[src/rtl/fetch_queue.sv]
// Instruction fetch queue: issues sequential fetch requests, holds returned
// instructions in order, and discards responses made stale by a redirect.
module fetch_queue #(
    parameter int               XLEN     = 32,
    parameter logic [XLEN-1:0]  RESET_PC = '0,
    parameter int               DEPTH    = 4
) (
    input  logic                        clock,
    input  logic                        reset,
    output logic                        imem_req_valid,
    output logic [XLEN-1:0]             imem_req_addr,
    input  logic                        imem_req_ready,
    input  logic                        imem_resp_valid,
    input  logic [31:0]                 imem_resp_data,
    input  logic                        redirect_valid,
    input  logic [XLEN-1:0]             redirect_addr,
    output logic                        fd_valid,
    output logic [XLEN-1:0]             fd_pc,
    output logic [31:0]                 fd_instr,
    input  logic                        d_ready,
    output logic [$clog2(DEPTH):0]      occupancy,
    output logic                        proto_err
);
    localparam int PW = $clog2(DEPTH);
    localparam int OW = PW + 1;
    localparam logic [OW:0] DEPTH_W = (OW + 1)'(DEPTH);

    // Handshakes: a transfer happens on a cycle where valid and ready are both
    // high; valid never waits on ready.
    logic [XLEN-1:0] fetch_pc_q, fetch_pc_d;
    logic [OW-1:0]   occ_q, occ_d;
    logic [OW-1:0]   unf_q, unf_d;
    logic [OW-1:0]   drop_q, drop_d;
    logic [PW-1:0]   head_q, head_d;
    logic [PW-1:0]   tail_q, tail_d;
    logic [PW-1:0]   fill_q, fill_d;
    logic            proto_err_q, proto_err_d;
    logic [XLEN-1:0] pc_q    [DEPTH];
    logic [31:0]     instr_q [DEPTH];

    logic [OW:0] used;
    logic        accept;
    logic        drop_resp;
    logic        fill_en;
    logic        unexpected;
    logic        pop;

    assign used       = {1'b0, occ_q} + {1'b0, drop_q};
    assign accept     = imem_req_valid && imem_req_ready;
    assign drop_resp  = imem_resp_valid && (drop_q != '0);
    assign fill_en    = imem_resp_valid && (drop_q == '0) && (unf_q != '0);
    assign unexpected = imem_resp_valid && (drop_q == '0) && (unf_q == '0);
    assign pop        = fd_valid && d_ready;

    assign imem_req_valid = !reset && !redirect_valid && (used < DEPTH_W);
    assign imem_req_addr  = fetch_pc_q;
    // Entries fill in order, so the head is filled whenever some entry is.
    assign fd_valid       = (occ_q != unf_q);
    assign fd_pc          = pc_q[head_q];
    assign fd_instr       = instr_q[head_q];
    assign occupancy      = occ_q;
    assign proto_err      = proto_err_q;

    always_comb begin
        fetch_pc_d  = fetch_pc_q;
        occ_d       = occ_q;
        unf_d       = unf_q;
        drop_d      = drop_q;
        head_d      = head_q;
        tail_d      = tail_q;
        fill_d      = fill_q;
        proto_err_d = proto_err_q | unexpected;
        if (redirect_valid) begin
            // A response arriving now counts as filled, so it is not re-dropped.
            fetch_pc_d = redirect_addr;
            occ_d      = '0;
            unf_d      = '0;
            head_d     = '0;
            tail_d     = '0;
            fill_d     = '0;
            drop_d     = drop_q - OW'(drop_resp) + unf_q - OW'(fill_en);
        end else begin
            if (accept) begin
                fetch_pc_d = fetch_pc_q + XLEN'(4);
            end
            occ_d  = occ_q + OW'(accept) - OW'(pop);
            unf_d  = unf_q + OW'(accept) - OW'(fill_en);
            drop_d = drop_q - OW'(drop_resp);
            head_d = head_q + PW'(pop);
            tail_d = tail_q + PW'(accept);
            fill_d = fill_q + PW'(fill_en);
        end
    end

    always_ff @(posedge clock) begin
        if (reset) begin
            fetch_pc_q  <= RESET_PC;
            occ_q       <= '0;
            unf_q       <= '0;
            drop_q      <= '0;
            head_q      <= '0;
            tail_q      <= '0;
            fill_q      <= '0;
            proto_err_q <= 1'b0;
            for (int i = 0; i < DEPTH; i++) begin
                pc_q[i]    <= '0;
                instr_q[i] <= '0;
            end
        end else begin
            fetch_pc_q  <= fetch_pc_d;
            occ_q       <= occ_d;
            unf_q       <= unf_d;
            drop_q      <= drop_d;
            head_q      <= head_d;
            tail_q      <= tail_d;
            fill_q      <= fill_d;
            proto_err_q <= proto_err_d;
            if (accept) begin
                pc_q[tail_q] <= fetch_pc_q;
            end
            if (fill_en) begin
                instr_q[fill_q] <= imem_resp_data;
            end
        end
    end
endmodule

[config.mk]
export PLATFORM = sky130hd
export DESIGN_NAME = fetch_queue
export DESIGN_NICKNAME = d
export VERILOG_FILES = /design/src/rtl/fetch_queue.sv
export SDC_FILE = /design/constraint.sdc
export NUM_CORES = 1
export LEC_CHECK = 0
export ABC_AREA = 0
export CAP_MARGIN = 10
export CORE_MARGIN = 1.5
export CORE_UTILIZATION = 50
export CTS_CLUSTER_SIZE = 20
export DETAILED_ROUTE_END_ITERATION = 8
export PLACE_DENSITY = 0.79
export SKIP_CTS_REPAIR_TIMING = 1
export SYNTH_ARGS = -nofsm -noshare
export SYNTH_HDL_FRONTEND = slang
export SYNTH_SLANG_ARGS = --single-unit
[constraint.sdc]
create_clock -name clock -period 4.2 [get_ports clock]
set_input_delay 1.26 -clock clock [delete_from_list [all_inputs] [get_ports clock]]
set_output_delay 1.26 -clock clock [all_outputs]
set_load 0.1 [all_outputs]
Word level (Yosys, flattened, before mapping) --
Memories as Yosys holds them, arrays and structs flattened. A register that Yosys moved wholly into a read port is not among the register bits. Cells that the tools add are included.
Storage, ports and cells: logic and storage cells 62, register bits after elaboration 48, output and inout port bits 102, memories kept 2, memory bits (writable) 256
Cells by class: equal/unequal tests 1, bitwise operators 1, multiplexer cells 19, reduce and logical (&&, ||, !) cells 18, add/subtract/negate cells 12, magnitude comparators 1
Memories:
- instr_q | depth 4, width 32, read ports 1, clocked after Yosys merged registers in 1, write ports 4, line 39 | logic [31:0] instr_q [DEPTH];
- pc_q | depth 4, width 32, read ports 1, clocked after Yosys merged registers in 1, write ports 4, line 38 | logic [XLEN-1:0] pc_q [DEPTH];
Operators with widths (count):
- 2-to-1 mux 32 bit | 4
- OR reduction 32 bit | 2
- adder 32 x 3 -> 32 bit, second input constant | 1
- subtractor 3 x 1 -> 3 bit | 4
- 2-to-1 mux 1 bit | 10
- logical AND 1 bit | 8
- 2-to-1 mux 2 bit | 4
- adder 2 x 1 -> 2 bit | 3
- adder 3 x 1 -> 3 bit | 2
- logical NOT 3 bit | 2
- nonzero test 3 bit | 2
- adder 3 x 3 -> 4 bit | 1
- < comparator 4 x 3 -> 1 bit, second input constant | 1
- adder 3 bit | 1
- 2-to-1 mux 3 bit | 1
- != test 3 bit | 1
- logical NOT 1 bit | 2
- nonzero test 2 bit | 1
- OR reduction 2 bit | 1
- bitwise OR 1 bit | 1

Longest topological paths before layout --
Gate-level depths: netlist of the first run.
depth in word-level cells 9, gate-level depth with buffers 13

Least setup slack after synthesis of the first run --
OpenSTA, ideal clock, no wires.
path type reg2out, from register occ_q[1] (netlist: occupancy[1]), to output port imem_req_valid, required time 2940 ps, path buffers 2, cell stages (with the launch flop) 6, arrival 4481 ps, setup slack -1541 ps, path through dfxtp_1 -> ha_1 -> a311oi_4 -> clkbuf_1 -> clkbuf_1 -> nor3b_1
On the way: cells in the longest elaborated chain, start to end 3
Ends and longest elaborated chain:
- from (decl) | line 31 | logic [OW-1:0] occ_q, occ_d;
- from (signal assigned) | line 98 | occ_q <= '0;
- from (signal assigned) | line 111 | occ_q <= occ_d;
- adder 3 x 3 -> 4 bit | line 48 | assign used = {1'b0, occ_q} + {1'b0, drop_q};
- < comparator 4 x 3 -> 1 bit | line 55 | assign imem_req_valid = !reset && !redirect_valid && (used < DEPTH_W);
- logical AND 1 bit | line 55
- to (decl) | line 10 | output logic imem_req_valid,
No other way between the ends.

Final worst setup path of the first run --
from input port redirect_valid, to output port imem_req_valid
On the way: cells in the longest elaborated chain, start to end 3
Ends and longest elaborated chain:
- from (decl) | line 15 | input logic redirect_valid,
- logical NOT 1 bit | line 55
- logical AND 1 bit (2 in series) | line 55
No other way between the ends.

==> results by group, run 1 <==
Routing
  • DR vias/cell: roughly 5.8
  • Initial detailed-routing violation count: between 700 and 800
  • Routed vias: ~8600
  • Routed len/inst: 21.32 um
  • Final wirelength: between 30000 and 40000 um
  • DR pass1 iterations: 5
  • DRT antenna net count: 0
  • Remaining DRCs: 0

Critical path
  • Crit end category: output pin
  • Crit Path Max Fanout: 8
  • Cell family with most CP delay: buffers and inverters
  • Crit path largest cell delay: 0.48 ns
  • Startpoint Class: input port
  • Kind of critical path: in2out
  • Slowest cell on crit path: clkdlybuf4s50_1
  • Critical path cell sequence: clkdlybuf4s50_1, or2_2, nor3b_4, buf_12
  • CP arrival: about 2.6 ns
  • Bufs and invs on worst path: 2
  • Critical path required time: approximately 3 ns

Power
  • VDD IR max: between 0.0003 and 0.0004 V
  • PD cells: between 400 and 500 nW/um^2
  • Leak: about 6.3 nW

STA
  • Fmax: 258.3 MHz
  • Max-slew violations: 0
  • Clk_skew: around 0.015 ns
  • Fin crit share: 92.16%
  • Final Hold Viols: 0
  • Worst Max-Slew Pin Slew: between 0.9 and 1 ns
  • Setup TNS: 0 ns
  • Min Hold Slack: between 0.5 and 0.6 ns
  • Final setup fails: 0
  • RSZ-0062 raised after global routing: false
  • Relative slew slack: between 30% and 40%
  • Post-route minimum period: 3.871 ns

Clock tree
  • CTS clk-pin slew, worst paths: around 0.060 ns
  • Sink Count: approximately 300
  • CTS H-tree lvls: 1
  • Clock buffer depth: 3
  • Clock Latency Late Sink: 0.56 ns
  • CTS root buf: clkbuf_16
  • CTS tree: done
  • CTS buffer count: 30

Die
  • Row cnt: 60
  • Die extent in y: about 170 um
  • Die Footprint: between 20000 and 30000 sq um
  • Chip width: about 170 um
  • Core area: roughly 27000 sq um
  • # IOs: 172
  • Initial Util: a little over 50%

Synth
  • Seq/Total Area, Yosys: a little over three fifths
  • Top-area cell type share of the netlist area: between 50% and 60%
  • Yosys warns: 0
  • Synth area leaders: edfxtp_1 56%, mux4_2 10%, and2_1 10%, dfxtp_1 7.0%, and3_1 1.7%
  • Cell taking the most area after synthesis: edfxtp_1
  • #FFs+latches synth: 304
  • Asr flop ratio synth: 0%
  • Main synth FF type: edfxtp_1
  • EDFF count, synth: between 200 and 300
  • Cell variety after synth: 52
  • Syn_area_per_cell: roughly 14 sq um
  • Mapped Area: about 14000 sq um
  • Syn_nets: about 1000
  • Synth top cells by count: 256 x edfxtp_1, 230 x and2_1, 64 x mux4_2
  • Post-Syn Instances: 960
  • Top-count cell post-synth: edfxtp_1

Cells and area
  • Layout cells sized above 1: a little over a fifth
  • Antenna diode count: 0
  • Fin cells: 1491
  • Fill count: slightly below 2000
  • Final core area utilization: a little over 60%
  • Area of the multi-input gates: about 4800 sq um
  • Reg area: just under 9000 sq um
  • Area growth syn-to-layout: 22.02%
  • Layout Nets: 1216
  • Final Cell Area: ~17000 sq um

Placed design
  • Port bufs: between 150 and 200
  • Detailed placer's ending HPWL: around 20000 um
  • Placed Cells: ~1400
  • Area post-placement: roughly 16000 sq um
  • Routability cong.: between 0.8 and 0.9

GRT
  • Largest net degree at the start of global routing: 47
  • Vias in the first global route: 8852
  • Initial antenna violation count: 0
  • Congestion Overflow GR: 0
  • GRT Total Usage: 22.48%
  • First-pass GRT wire length: 49240 um

Outcome
  • Outcome: complete, no violations

Flow run
  • Max-cap violation count: 0

Min path
  • Hold WC Path Type: reg2reg
==> worst paths after layout <==
path / startpoint / end / slack (ns) / cells past startpoint
worst max register to register: occupancy[1] / occupancy[2] / 1.08 / 12
worst min register to register: proto_err / proto_err / 0.53 / 2
worst min-delay path: proto_err / proto_err / 0.53 / 2
worst max-delay path: redirect_valid / imem_req_valid / 0.33 / 4
==> state kept, by name, summed over array words and instances (netlist names) <==
name           cells
pc_q             128
occupancy          3
imem_req_addr     32
head_q             2
tail_q             2
proto_err          1
instr_q          128
unf_q              3
fill_q             2
drop_q             3
==> tightest hold or removal path, cell delays in order, from the launching register on <==
cell and delay [ns]:
dfxtp_1 0.35, a31oi_1 0.05, nor2_1 0.09
==> cell families after synthesis <==
logic type               synth area share, %
AO/OA/AOI/OAI                          3.608
XOR/XNOR                               1.339
adder cells (fa/ha/maj)                1.804
buffers and inverters                  2.241
flip-flops                             62.98
multiplexers                           10.94
AND/OR/NAND/NOR                        17.08
==> final cells by class <==
type / instances / share of cell area (%)
multi-input combinational: 576 / 28.67
tap: 341 / 2.546
clock buffer: 36 / 4.742
inverter: 13 / 0.2912
timing repair buffer: 203 / 10.83
sequential: 304 / 51.66
clock inverter: 18 / 1.262
==> report_power, final <==
| part | leakage (nW) | total (mW) | switching [mW] | internal, mW |
|---|---|---|---|---|
| logic | 2.79 | 1.49 | 1.04 | 0.443 |
| clock network | 0.485 | 2.75 | 1.11 | 1.64 |
| registers | 3.04 | 3.53 | 0.111 | 3.42 |
| total | 6.32 | 7.76 | 2.26 | 5.50 |
==> layer usage <==
metal | part of all wire [%] | global-route usage, % | routed length [um] | vias up
li1 | - | - | - | 3913
met1 | 41 | 30.42 | 13160 | 4258
met2 | 49 | 37.73 | 15680 | 347
met3 | 6.0 | 2.595 | 1898 | 70
met4 | 3.3 | 8.346 | 1055 | 0
met5 | 0 | 0 | 0 | -
==> cell usage in the layout (no fill, tap or decap), types with 5 or more instances in the layout <==
master,n
a21oi_1,19
mux2i_1,5
bufinv_16,5
o21ai_0,10
and4_1,8
a31oi_1,11
buf_4,109
or2_2,7
inv_1,12
nand3_1,12
mux4_2,64
nor4_1,5
edfxtp_1,256
clkdlybuf4s50_1,87
nand2_1,29
nor3_1,9
or3_1,5
dfxtp_1,44
clkbuf_1,5
xor2_1,5
ha_1,15
nand4_1,6
nor2_1,32
buf_12,6
xnor2_1,16
and3_1,37
clkbuf_16,31
clkinv_1,8
and2_1,230
a211oi_1,6
==> through the flow <==
stage	worst slack, ns	total power [mW]
floorplan	0.1700	4.659
global placement	0.3624	5.052
detailed placement	0.3362	5.079
CTS	0.3240	7.809
global route	0.2731	8.002
finish	0.3292	7.762
Note: power is estimated with default switching activity, not from simulation.
==> run 2, diff against run 1 <==
CORE_MARGIN = 5   (was 1.5)
==> run 2 against run 1 <==
  * Global-route usage decreased by 1.7 points
  * Final cell count unchanged
  * Register-to-register slack improved by 0.18 ns
  * Core utilization decreased by 0.27 points
  * Worst hold slack got worse by 0.041 ns
  * Count of clock-buffer cells in the layout increased by 9
  * Total power decreased by 0.51%
  * Final area decreased by 0.15%
  * First-iteration DRC count increased by 4.0%
  * Non-clock buffer count decreased by 4
  * Wire length increased by 2.6%
  * Clock skew decreased by 0.0080 ns
  * Largest power group unchanged
==> results by group, run 2 (synthesized netlist as in run 1, its figures left out) <==
Die
  • Die Footprint: 30880 sq um
  • Core area: approximately 27000 sq um
  • Row cnt: 60
  • Die extent in y: between 150 and 200 um
  • # IOs: 172
  • Initial Util: roughly half
  • Chip width: roughly 180 um

Routing
  • DR pass1 iterations: 5
  • Initial detailed-routing violation count: about 730
  • Routed len/inst: 21.88 um
  • Routed vias: 8559
  • Final wirelength: about 33000 um
  • DR vias/cell: 5.740
  • Remaining DRCs: 0
  • DRT antenna net count: 0

STA
  • Min Hold Slack: roughly 0.48 ns
  • Post-route minimum period: between 3 and 4 ns
  • Relative slew slack: about 34%
  • Fmax: 268.5 MHz
  • Final setup fails: 0
  • Setup TNS: 0 ns
  • RSZ-0062 raised after global routing: false
  • Max-slew violations: 0
  • Worst Max-Slew Pin Slew: 0.9904 ns
  • Final Hold Viols: 0
  • Fin crit share: 88.67%
  • Clk_skew: around 0.0066 ns

Cells and area
  • Fin cells: ~1500
  • Final core area utilization: 61.91%
  • Layout cells sized above 1: roughly 22%
  • Area growth syn-to-layout: 21.84%
  • Layout Nets: about 1200
  • Fill count: a little over 2000
  • Commonest cells after routing, fill and taps aside: 256 x edfxtp_1, 230 x and2_1, 108 x buf_4
  • Commonest non-fill, non-tap cell in the layout: edfxtp_1

Placed design
  • Port bufs: between 150 and 200
  • Placed Cells: 1433
  • Detailed placer's ending HPWL: roughly 21000 um
  • Routability cong.: approximately 0.83

Power
  • PD cells: roughly 460 nW/um^2
  • VDD IR max: ~0.00032 V
  • Leak: 6.327 nW

Outcome
  • Outcome: complete, no violations

Critical path
  • Crit path largest cell delay: about 0.7 ns
  • Critical path required time: 2.94 ns
  • Reg2reg path depth: 11
  • Startpoint Class: flip-flop
  • CP Launch Point: head_q[0]
  • Most used cell along the critical path: buf_4
  • Worst R2R Setup Slack: approximately 1.3 ns
  • Kind of critical path: reg2out
  • CP endpoint: fd_pc[19]
  • R2r endpoint: unf_q[2]
  • Critical path cell sequence: buf_4, mux4_2, buf_4
  • Crit end category: output pin
  • Reg2reg start: occupancy[1]
  • Crit Path Max Fanout: 25
  • Slowest cell on crit path: dfxtp_4
  • CP arrival: between 2 and 2.5 ns

Clock tree
  • CTS root buf: clkbuf_16
  • CTS H-tree lvls: 1
  • CTS clk-pin slew, worst paths: about 0.06 ns
  • CTS tree: done
  • Clock buffer depth: 3
  • CTS buffer count: 30
  • Sink Count: between 300 and 400
  • Clock Latency Late Sink: ~0.54 ns

Min path
  • Hold WC Path Type: reg2reg

GRT
  • First-pass GRT wire length: 50540 um
  • Largest net degree at the start of global routing: 44
  • Congestion Overflow GR: 0
  • Vias in the first global route: just under 9000
  • GRT Total Usage: 20.82%
  • Initial antenna violation count: 2

Flow run
  • Max-cap violation count: 0
-- run 2: cell count changes in the layout (fill, tap and decap cells not counted) --
| cell | before | now |
|---|---|---|
| diode_2 | 0 | 2 |
| dfxtp_2 | 3 | 2 |
| clkinv_2 | 4 | 6 |
| dfxtp_4 | 1 | 2 |
| buf_2 | 1 | 2 |
| clkinv_1 | 8 | 3 |
| clkinvlp_4 | 2 | 0 |
| clkbuf_1 | 5 | 10 |
| clkbuf_8 | 0 | 4 |
| clkdlybuf4s50_1 | 87 | 81 |
| bufinv_16 | 5 | 3 |
| buf_4 | 109 | 108 |
| buf_12 | 6 | 8 |
-- run 2: cell type report --
| class | count | area, sq um | share of cell area (%) |
|---|---|---|---|
| clock buffer | 45 | 868.3 | 5.190 |
| inverter | 13 | 48.80 | 0.2917 |
| timing repair buffer | 199 | 1792 | 10.71 |
| sequential | 304 | 8658 | 51.75 |
| multi-input combinational | 576 | 4805 | 28.72 |
| tap | 341 | 426.7 | 2.550 |
| clock inverter | 11 | 127.6 | 0.7628 |
| antenna | 2 | 5.005 | 0.02991 |
-- run 2: routing by layer --
metal | global-route usage, % | part of all wire [%] | vias up
li1 | - | - | 3898
met5 | 0 | 0 | -
met1 | 28.91 | 42 | 4297
met3 | 2.454 | 5.6 | 59
met2 | 34.98 | 50 | 305
met4 | 6.140 | 2.7 | 0
-- run 2: metrics by stage --
stage               instance area [sq um]  power (mW)  setup slack [ns]
floorplan                           13750       4.659            0.1700
global placement                    15730       5.063            0.4528
detailed placement                  15730       5.089            0.3989
CTS                                 16730       7.762            0.3917
global route                        16730       7.988            0.3293
finish                              16730       7.723            0.4757
-- run 2: power by group --
part           leakage, nW  switching [mW]  internal (mW)
combinational         2.79            1.05          0.439
clock                0.492            1.10           1.60
sequential            3.04           0.109           3.42
-- run 2: how the worst min path moves through the flow --
stage	to	cells after the start	slack [ns]	startpoint
after floorplan	fill_q[1]	2	0.53	fill_q[1]
after global placement	proto_err	2	0.47	proto_err
after detailed placement	proto_err	2	0.46	proto_err
after CTS	proto_err	2	0.49	proto_err
after global routing	proto_err	2	0.53	proto_err
final	proto_err	2	0.48	proto_err
-- run 2: worst max-delay path, delay by kind of cell, from the launching register on --
family | cells | cell delay, ns
DFF | 1 | 0.71
buffers and inverters | 2 | 0.62
muxes | 1 | 0.58
==> run 3, diff against run 2 <==
SKIP_LAST_GASP = 1   (was default)
==> results of run 3 <==
Same layout as run 2: the final DEF is identical, and so are final timing and power.
